<file path="config.mk">
export PLATFORM = sky130hd
export DESIGN_NAME = key_request_conditioner
export DESIGN_NICKNAME = d
export VERILOG_FILES = /design/src/rtl/traffic_light_pkg.sv /design/src/rtl/key_debounce.sv /design/src/rtl/key_request_conditioner.sv
export SDC_FILE = /design/constraint.sdc
export NUM_CORES = 1
export LEC_CHECK = 0
export ABC_CLOCK_PERIOD_IN_PS = 2600
export CORE_MARGIN = 1
export CORE_UTILIZATION = 60
export CTS_BUF_LIST = sky130_fd_sc_hd__clkbuf_8
export DETAILED_ROUTE_END_ITERATION = 8
export PLACE_DENSITY = 0.89
export SYNTH_ARGS = -nofsm -noshare
export SYNTH_HDL_FRONTEND = slang
export SYNTH_SLANG_ARGS = --single-unit
</file>
<file path="constraint.sdc">
create_clock -name CLOCK_50 -period 2.6 [get_ports CLOCK_50]
set_input_delay 0.52 -clock CLOCK_50 [delete_from_list [all_inputs] [get_ports CLOCK_50]]
set_output_delay 0.52 -clock CLOCK_50 [all_outputs]
set_load 0.02 [all_outputs]
</file>
<file path="src/rtl/traffic_light_pkg.sv">
// rtl/traffic_light_pkg.sv - shared debounce constants and state encoding
// Purpose: holds the per-key debounce FSM encoding and the default debounce
//          length used by key_debounce and key_request_conditioner.
// Ports:   none (package).
package traffic_light_pkg;

    // 20 ms of stable level at 50 MHz.
    localparam int DEBOUNCE_CYCLES_DEFAULT = 1000000;

    typedef enum logic [1:0] {
        DB_IDLE         = 2'd0,
        DB_PRESS_WAIT   = 2'd1,
        DB_HELD         = 2'd2,
        DB_RELEASE_WAIT = 2'd3
    } db_state_e;

endpackage

</file>
<file path="src/rtl/key_debounce.sv">
// rtl/key_debounce.sv - one key: synchronizer, debounce FSM and counter
// Purpose: turns one raw active-low bouncing push-button into a clean
//          active-high level plus a single-clock strobe per accepted press.
// Ports:   clk_i          system clock
//          rst_i          asynchronous active-high reset
//          key_n_i        raw asynchronous key, 0 = pressed
//          pressed_o      debounced level, 1 = held
//          press_pulse_o  one-clock strobe when a press is accepted
module key_debounce
    import traffic_light_pkg::*;
#(
    parameter int DEBOUNCE_CYCLES = DEBOUNCE_CYCLES_DEFAULT
) (
    input  logic clk_i,
    input  logic rst_i,
    input  logic key_n_i,
    output logic pressed_o,
    output logic press_pulse_o
);

    localparam int                CNT_W    = $clog2(DEBOUNCE_CYCLES + 1);
    localparam logic [CNT_W-1:0]  CNT_LAST = CNT_W'(DEBOUNCE_CYCLES - 1);
    localparam logic [CNT_W-1:0]  CNT_MAX  = CNT_W'(DEBOUNCE_CYCLES);

    // sync_q[0] is the metastability-catching flop; both hold the raw
    // (active-low) level, so reset to 1 means "released".
    logic [1:0]       sync_q;
    logic             synced;
    db_state_e        state_q, state_d;
    logic [CNT_W-1:0] cnt_q, cnt_d;
    logic [CNT_W-1:0] cnt_inc;
    logic             pulse_q, pulse_d;

    always_ff @(posedge clk_i or posedge rst_i) begin
        if (rst_i) begin
            sync_q <= 2'b11;
        end else begin
            sync_q <= {sync_q[0], key_n_i};
        end
    end

    assign synced = ~sync_q[1];

    // Saturating increment: the counter must never wrap back to zero.
    assign cnt_inc = (cnt_q == CNT_MAX) ? cnt_q : cnt_q + CNT_W'(1);

    always_comb begin
        state_d = state_q;
        cnt_d   = cnt_q;
        pulse_d = 1'b0;
        case (state_q)
            DB_IDLE: begin
                if (synced) begin
                    state_d = DB_PRESS_WAIT;
                    cnt_d   = '0;
                end
            end
            DB_PRESS_WAIT: begin
                if (!synced) begin
                    state_d = DB_IDLE;
                end else if (cnt_q == CNT_LAST) begin
                    state_d = DB_HELD;
                    pulse_d = 1'b1;
                end else begin
                    cnt_d = cnt_inc;
                end
            end
            DB_HELD: begin
                if (!synced) begin
                    state_d = DB_RELEASE_WAIT;
                    cnt_d   = '0;
                end
            end
            DB_RELEASE_WAIT: begin
                // A bounce back to pressed returns to HELD silently, so one
                // physical press never yields a second strobe.
                if (synced) begin
                    state_d = DB_HELD;
                end else if (cnt_q == CNT_LAST) begin
                    state_d = DB_IDLE;
                end else begin
                    cnt_d = cnt_inc;
                end
            end
            default: begin
                state_d = DB_IDLE;
                cnt_d   = '0;
            end
        endcase
    end

    always_ff @(posedge clk_i or posedge rst_i) begin
        if (rst_i) begin
            state_q <= DB_IDLE;
            cnt_q   <= '0;
            pulse_q <= 1'b0;
        end else begin
            state_q <= state_d;
            cnt_q   <= cnt_d;
            pulse_q <= pulse_d;
        end
    end

    assign pressed_o     = (state_q == DB_HELD) || (state_q == DB_RELEASE_WAIT);
    assign press_pulse_o = pulse_q;

endmodule

</file>
<file path="src/rtl/key_request_conditioner.sv">
// rtl/key_request_conditioner.sv - debounced car-arrival keys with sticky requests
// Purpose: debounces NUM_KEYS car-arrival keys and holds a sticky request per
//          key until the traffic-light controller acknowledges it.
// Ports:   CLOCK_50     50 MHz system clock
//          RESET        asynchronous active-high reset
//          KEY          raw active-low keys (bit 0 West, bit 1 East)
//          ACK          controller acknowledge, one bit per key
//          PRESSED      debounced key level, 1 = held
//          PRESS_PULSE  one-clock strobe per accepted press
//          REQ          sticky car-arrival request
module key_request_conditioner
    import traffic_light_pkg::*;
#(
    parameter int DEBOUNCE_CYCLES = DEBOUNCE_CYCLES_DEFAULT,
    parameter int NUM_KEYS        = 2
) (
    input  logic                CLOCK_50,
    input  logic                RESET,
    input  logic [NUM_KEYS-1:0] KEY,
    input  logic [NUM_KEYS-1:0] ACK,
    output logic [NUM_KEYS-1:0] PRESSED,
    output logic [NUM_KEYS-1:0] PRESS_PULSE,
    output logic [NUM_KEYS-1:0] REQ
);

    logic [NUM_KEYS-1:0] req_q, req_d;

    for (genvar i = 0; i < NUM_KEYS; i++) begin : g_key
        key_debounce #(
            .DEBOUNCE_CYCLES(DEBOUNCE_CYCLES)
        ) u_key_debounce (
            .clk_i        (CLOCK_50),
            .rst_i        (RESET),
            .key_n_i      (KEY[i]),
            .pressed_o    (PRESSED[i]),
            .press_pulse_o(PRESS_PULSE[i])
        );
    end

    // Clearing first and then OR-ing the strobe makes a coincident new
    // arrival win over the acknowledge; ACK on an idle bit is a no-op.
    assign req_d = (req_q & ~ACK) | PRESS_PULSE;

    always_ff @(posedge CLOCK_50 or posedge RESET) begin
        if (RESET) begin
            req_q <= '0;
        end else begin
            req_q <= req_d;
        end
    end

    assign REQ = req_q;

endmodule

</file>
== Yosys cells after proc, flatten, opt, wreduce, memory -nomap -nowiden ==
Index checks and enable logic that the tools add are counted.

* Flip-flop bits (word level): 52
* Output and inout port bits: 6

* Add/sub/neg operators: 2
* Equality and inequality tests: 22
* Mux-type cells: 34
* Bitwise logic cells: 3
* Reductions and logical operators: 8

{| class="wikitable"
|+ Operator list
! cell !! count
|-
| $mux W20 || 12
|-
| $pmux W20 S4 || 2
|-
| $eq A20 B20 Y1 const B || 4
|-
| $add A20 B1 Y20 const B || 2
|-
| $mux W2 || 12
|-
| $pmux W2 S4 || 2
|-
| $reduce_and A4 Y1 || 4
|-
| $eq A2 B2 Y1 const B || 4
|-
| $ne A2 B1 Y1 const B || 4
|-
| $ne A2 B2 Y1 const B || 4
|-
| $mux W1 || 6
|-
| $ne A3 B1 Y1 const B || 2
|-
| $ne A3 B3 Y1 const B || 2
|-
| $eq A2 B1 Y1 const B || 2
|-
| $logic_not A2 Y1 || 2
|-
| $and A2 B2 Y2 || 1
|-
| $logic_or A1 B1 Y1 || 2
|-
| $not A2 Y2 || 1
|-
| $or A2 B2 Y2 || 1
|}

== Depth between registers and ports, before layout ==
* Depth after elaboration: 5
* Gate-level depth with buffers: 8
* Gate-level depth less buffers: 7

== Modules after synthesis ==
From an unflattened synthesis, not the netlist that was laid out.

* Cells, all modules: 327
* Area total of the unflattened synthesis: 2974.1 um2

{| class="wikitable"
|+ Modules (own cells, without submodules)
! module !! instances !! cells each !! area each (um2)
|-
| key_debounce || 2 || 160 || 1448.9
|-
| key_request_conditioner || 1 || 7 || 76.3
|}

== Worst setup path before layout ==
Ideal clock, no wire load.

* Path kind: flip-flop to flip-flop
* Start point: register g_key[1].u_key_debounce.cnt_q[0]
* End point: register g_key[1].u_key_debounce.cnt_q[17]
* Setup time: 0.125 ns
* Arrival time: 1.680 ns
* Setup slack: 0.795 ns
* Stages on the path, launching flop included: 8
* Buffers on the path: 1
* Period minus slack after synthesis: 1.805 ns
* Cells stage by stage: dfrtp_1 > ha_1 > nand3_2 > or3_1 > buf_2 > a21o_4 > a41oi_1 > a21oi_1

* Longest elaborated chain between the ends: 5
* Elaborated cells on any way between the ends: 8

{| class="wikitable"
|+ RTL lines
! what !! line !! text
|-
| from (decl) || key_debounce.sv:30 || <nowiki>logic [CNT_W-1:0] cnt_q, cnt_d;</nowiki>
|-
| from (signal assigned) || key_debounce.sv:99 || <nowiki>cnt_q <= cnt_d;</nowiki>
|-
| $add A20 B1 Y20 or $eq A20 B20 Y1 (tied branches) || key_debounce.sv:45 || <nowiki>assign cnt_inc = (cnt_q == CNT_MAX) ? cnt_q : cnt_q + CNT_W'(1);</nowiki>
|-
| $mux W20 || key_debounce.sv:45 ||
|-
| $mux W20 * || key_debounce.sv:61, key_debounce.sv:79 ||
|-
| $mux W20, on equally long branches || key_debounce.sv:77, key_debounce.sv:59 ||
|-
| $pmux W20 S4 * || key_debounce.sv:51 || <nowiki>case (state_q)</nowiki>
|}

Every way passes the cells marked *; elsewhere a longest branch is shown, timed or not. The select of a mux whose other input is x is not followed.
A chain may end at the register's enable or synchronous reset.

== Final worst setup path ==
* Start point: register g_key[1].u_key_debounce.cnt_q[0]
* End point: register g_key[1].u_key_debounce.cnt_q[18]

Same word-level chain as after synthesis.

==> flow_summary.yaml <==
status:
  outcome: "completed"
timing:
  slew_viol_final: 0
  totalNegativeSetupSlack_ns: 0
  relSlewSlack: 0.435
  rsz0062_at_grt: "false"
  hold_viol: 0
  tightest_slew_ns: 0.841
  fin_crit_ns: 2.06
  hold_ws_ns: 0.360
  setup_violations: 0
  fin_crit_sh: 0.794
  clock.fmax_mhz: 485
  finalWorstSetupSlack_ns: 0.536
  fin_skew_ns: 0.0130
detailed_routing:
  drt_iter0_markers: 187
  drtPass1Iterations: 5
  drt-total-wl_mm: 6.12
  wl_per_cell_um: 17.0
  drcViolationCount: 0
  vias: 2403
  avgViaCountPerCell: 6.69
  ant_nets: 0
finish:
  finalNetCount: 316
  antennaDiodeCount: 0
  area_delta_synth_final_pct: 8.21
  regArea_mm2: 0.00131
  multi_input_area_mm2: 0.00144
  drive_above_1_share: 0.104
  fill_cells: 322
worst_setup_path:
  crit_fanout: 6
  cp.buffers_inverters: 0
  cp-startpoint: "g_key[1].u_key_debounce.cnt_q[0]"
  r2r_start: "g_key[1].u_key_debounce.cnt_q[0]"
  crit_type: "reg -> reg"
  slowest_stage: "nor4_2"
  r2r_setup_slack_ns: 0.54
  start_kind: "register"
  cp_data_required_time_ns: 2.80
  worstPathCellList: "ha_1 > nand3_2 > nor4_2 > a41oi_1 > o31ai_1 > o41ai_1"
  crit_path_end_kind: "register"
  crit_arrival_ns: 2.26
  regToRegEndpoint: "g_key[1].u_key_debounce.cnt_q[18]"
  crit_family: "simple AND/OR/NAND/NOR gates"
  reg2reg_depth: 6
  slowest_delay_ns: 0.62
place:
  place_ws_ns: 0.576
  dp_hpwl_mm: 4.17
  gp_congestion: 0.901
  numPortBuffers: 11
pwr:
  power_density_mw_per_mm2: 465
  ir_drop_uv: 333
  p_leak_nw: 1.28
  p_total_w: 0.00145
yosys:
  ys_types: 56
  synthFlopType: "dfrtp_1"
  synth_area_mm2: 0.00288
  yosysWarningCount: 0
  synth_area_leaders: "dfrtp_1, o31ai_1, o21ai_0"
  synthTopCellsByCount: "dfrtp_1, nand2_1, o21ai_0"
  avgSynthCellArea_um2: 9.61
  syn_nets: 310
  synth_top_cell_area_share: 0.417
  seq_area_frac_synth: 0.453
  ys_seq_elements: 52
  syn_inst: 300
  synth_top_area_cell: "dfrtp_1"
  async_flop_share: 1.00
  synth_most_common_cell: "dfrtp_1"
  synth_edf_count: 0
floorplanning:
  die_y_um: 71.3
  core_area_mm2: 0.00447
  initial_core_util: 0.644
  die_x_um: 71.3
  die_area_mm2: 0.00508
  ioPinCount: 12
  fp-row-count: 24
global_route:
  grt_usage: 0.256
  grt_pass1_vias: 2309
  antenna_found_initial: 0
  grt_first_pass_wirelength_mm: 10.4
  overflow: 0
  grt_max_degree: 50
cts:
  clk_path_buf_depth: 2
  numCtsBuffers: 5
  clock_sinks: 52
  cts_resized: 0
  cts_root_buf: "clkbuf_8"
  ctsHoldBuffers: 0
  postCtsSetupBuffers: 0
  cts.htree.levels: 2
  clk_latency_ns: 0.31
  clkSlewWorstSetupHoldPaths_ns: 0.11
  cts_tree: "yes"
job:
  drv_cap: 0
worst_hold_path:
  hold_depth: 0
  hold_path.class: "reg -> reg"
  min_to: "g_key[0].u_key_debounce.sync_q[1]"
  min_from: "g_key[0].u_key_debounce.sync_q[0]"
cell families after synthesis:
| kind of cell | Yosys count | share of synthesized area |
|---|---|---|
| AND/OR/NAND/NOR | 109 | 0.213 |
| multiplexers | 5 | 0.0174 |
| AO/OA/AOI/OAI | 97 | 0.241 |
| adder cells (fa/ha/maj) | 4 | 0.0174 |
| buffers and inverters | 29 | 0.0456 |
| flip-flops | 52 | 0.453 |
| XOR/XNOR | 4 | 0.0122 |
stage by stage:
stage	cell area [um^2]	std cells	utilization
after global placement	3020	351	0.675
after floorplan	2880	300	-
final	3120	359	0.697
after global routing	3120	359	0.697
after CTS	3120	359	0.697
after detailed placement	3020	351	0.675
registers in the layout (all words and copies together) (netlist names), named ones only:
name	cells
g_key.u_key_debounce.sync_q	4
g_key.u_key_debounce.cnt_q	40
g_key.u_key_debounce.state_q	2
REQ	2
g_key.u_key_debounce.press_pulse_o	2
layout by cell type (no fill, tap or decap), types with 3 or more instances in the layout:
| cell type | count |
|---|---|
| o21ai_0 | 26 |
| nor4bb_1 | 3 |
| and3_1 | 3 |
| inv_1 | 11 |
| o41ai_1 | 4 |
| nor3_1 | 4 |
| dfrtp_1 | 48 |
| nor4b_1 | 4 |
| clkdlybuf4s50_1 | 11 |
| dfstp_2 | 4 |
| o2bb2ai_1 | 6 |
| a21o_1 | 4 |
| nor2_1 | 21 |
| a41oi_1 | 6 |
| clkbuf_8 | 6 |
| ha_1 | 4 |
| a22o_1 | 3 |
| and2_1 | 4 |
| nand2_1 | 26 |
| buf_4 | 4 |
| mux2i_1 | 5 |
| nand4_1 | 10 |
| o31ai_1 | 19 |
| a21oi_1 | 10 |
| a31oi_1 | 5 |
| nand3_1 | 12 |
per-layer routing:
layer  wire length, um  vias to the layer above  GRT usage
li1                  -                     1138          -
met1              2730                     1168      0.325
met2              3070                       81      0.443
met3               246                       16     0.0450
met4                76                        0     0.0867
met5                 0                        -          0
power breakdown:
group | leakage (nW) | total, W | switching [W] | internal (W)
sequential | 0.704 | 0.000849 | 0.0000226 | 0.000826
clock | 0.0434 | 0.000490 | 0.000274 | 0.000216
combinational | 0.534 | 0.000111 | 0.0000711 | 0.0000404
total | 1.28 | 0.00145 | 0.000368 | 0.00108
worst max-delay path by stage:
stage / to / slack (ns) / depth (start not counted)
after floorplan: g_key[1].u_key_debounce.cnt_q[17] / 0.80 / 7
after global placement: g_key[1].u_key_debounce.cnt_q[18] / 0.62 / 6
after detailed placement: g_key[1].u_key_debounce.cnt_q[18] / 0.58 / 6
after CTS: g_key[1].u_key_debounce.cnt_q[18] / 0.57 / 6
after global routing: g_key[0].u_key_debounce.cnt_q[9] / 0.35 / 6
final: g_key[1].u_key_debounce.cnt_q[18] / 0.54 / 6
area by class of cell:
class	count	area share
clock buffers	6	0.0265
clock inverters	2	0.00482
inverters	12	0.0144
multi-input cells	219	0.463
flip-flops and latches	52	0.419
well taps	52	0.0209
repair buffers	16	0.0514
No activity file was read; power rests on OpenSTA's default activity.
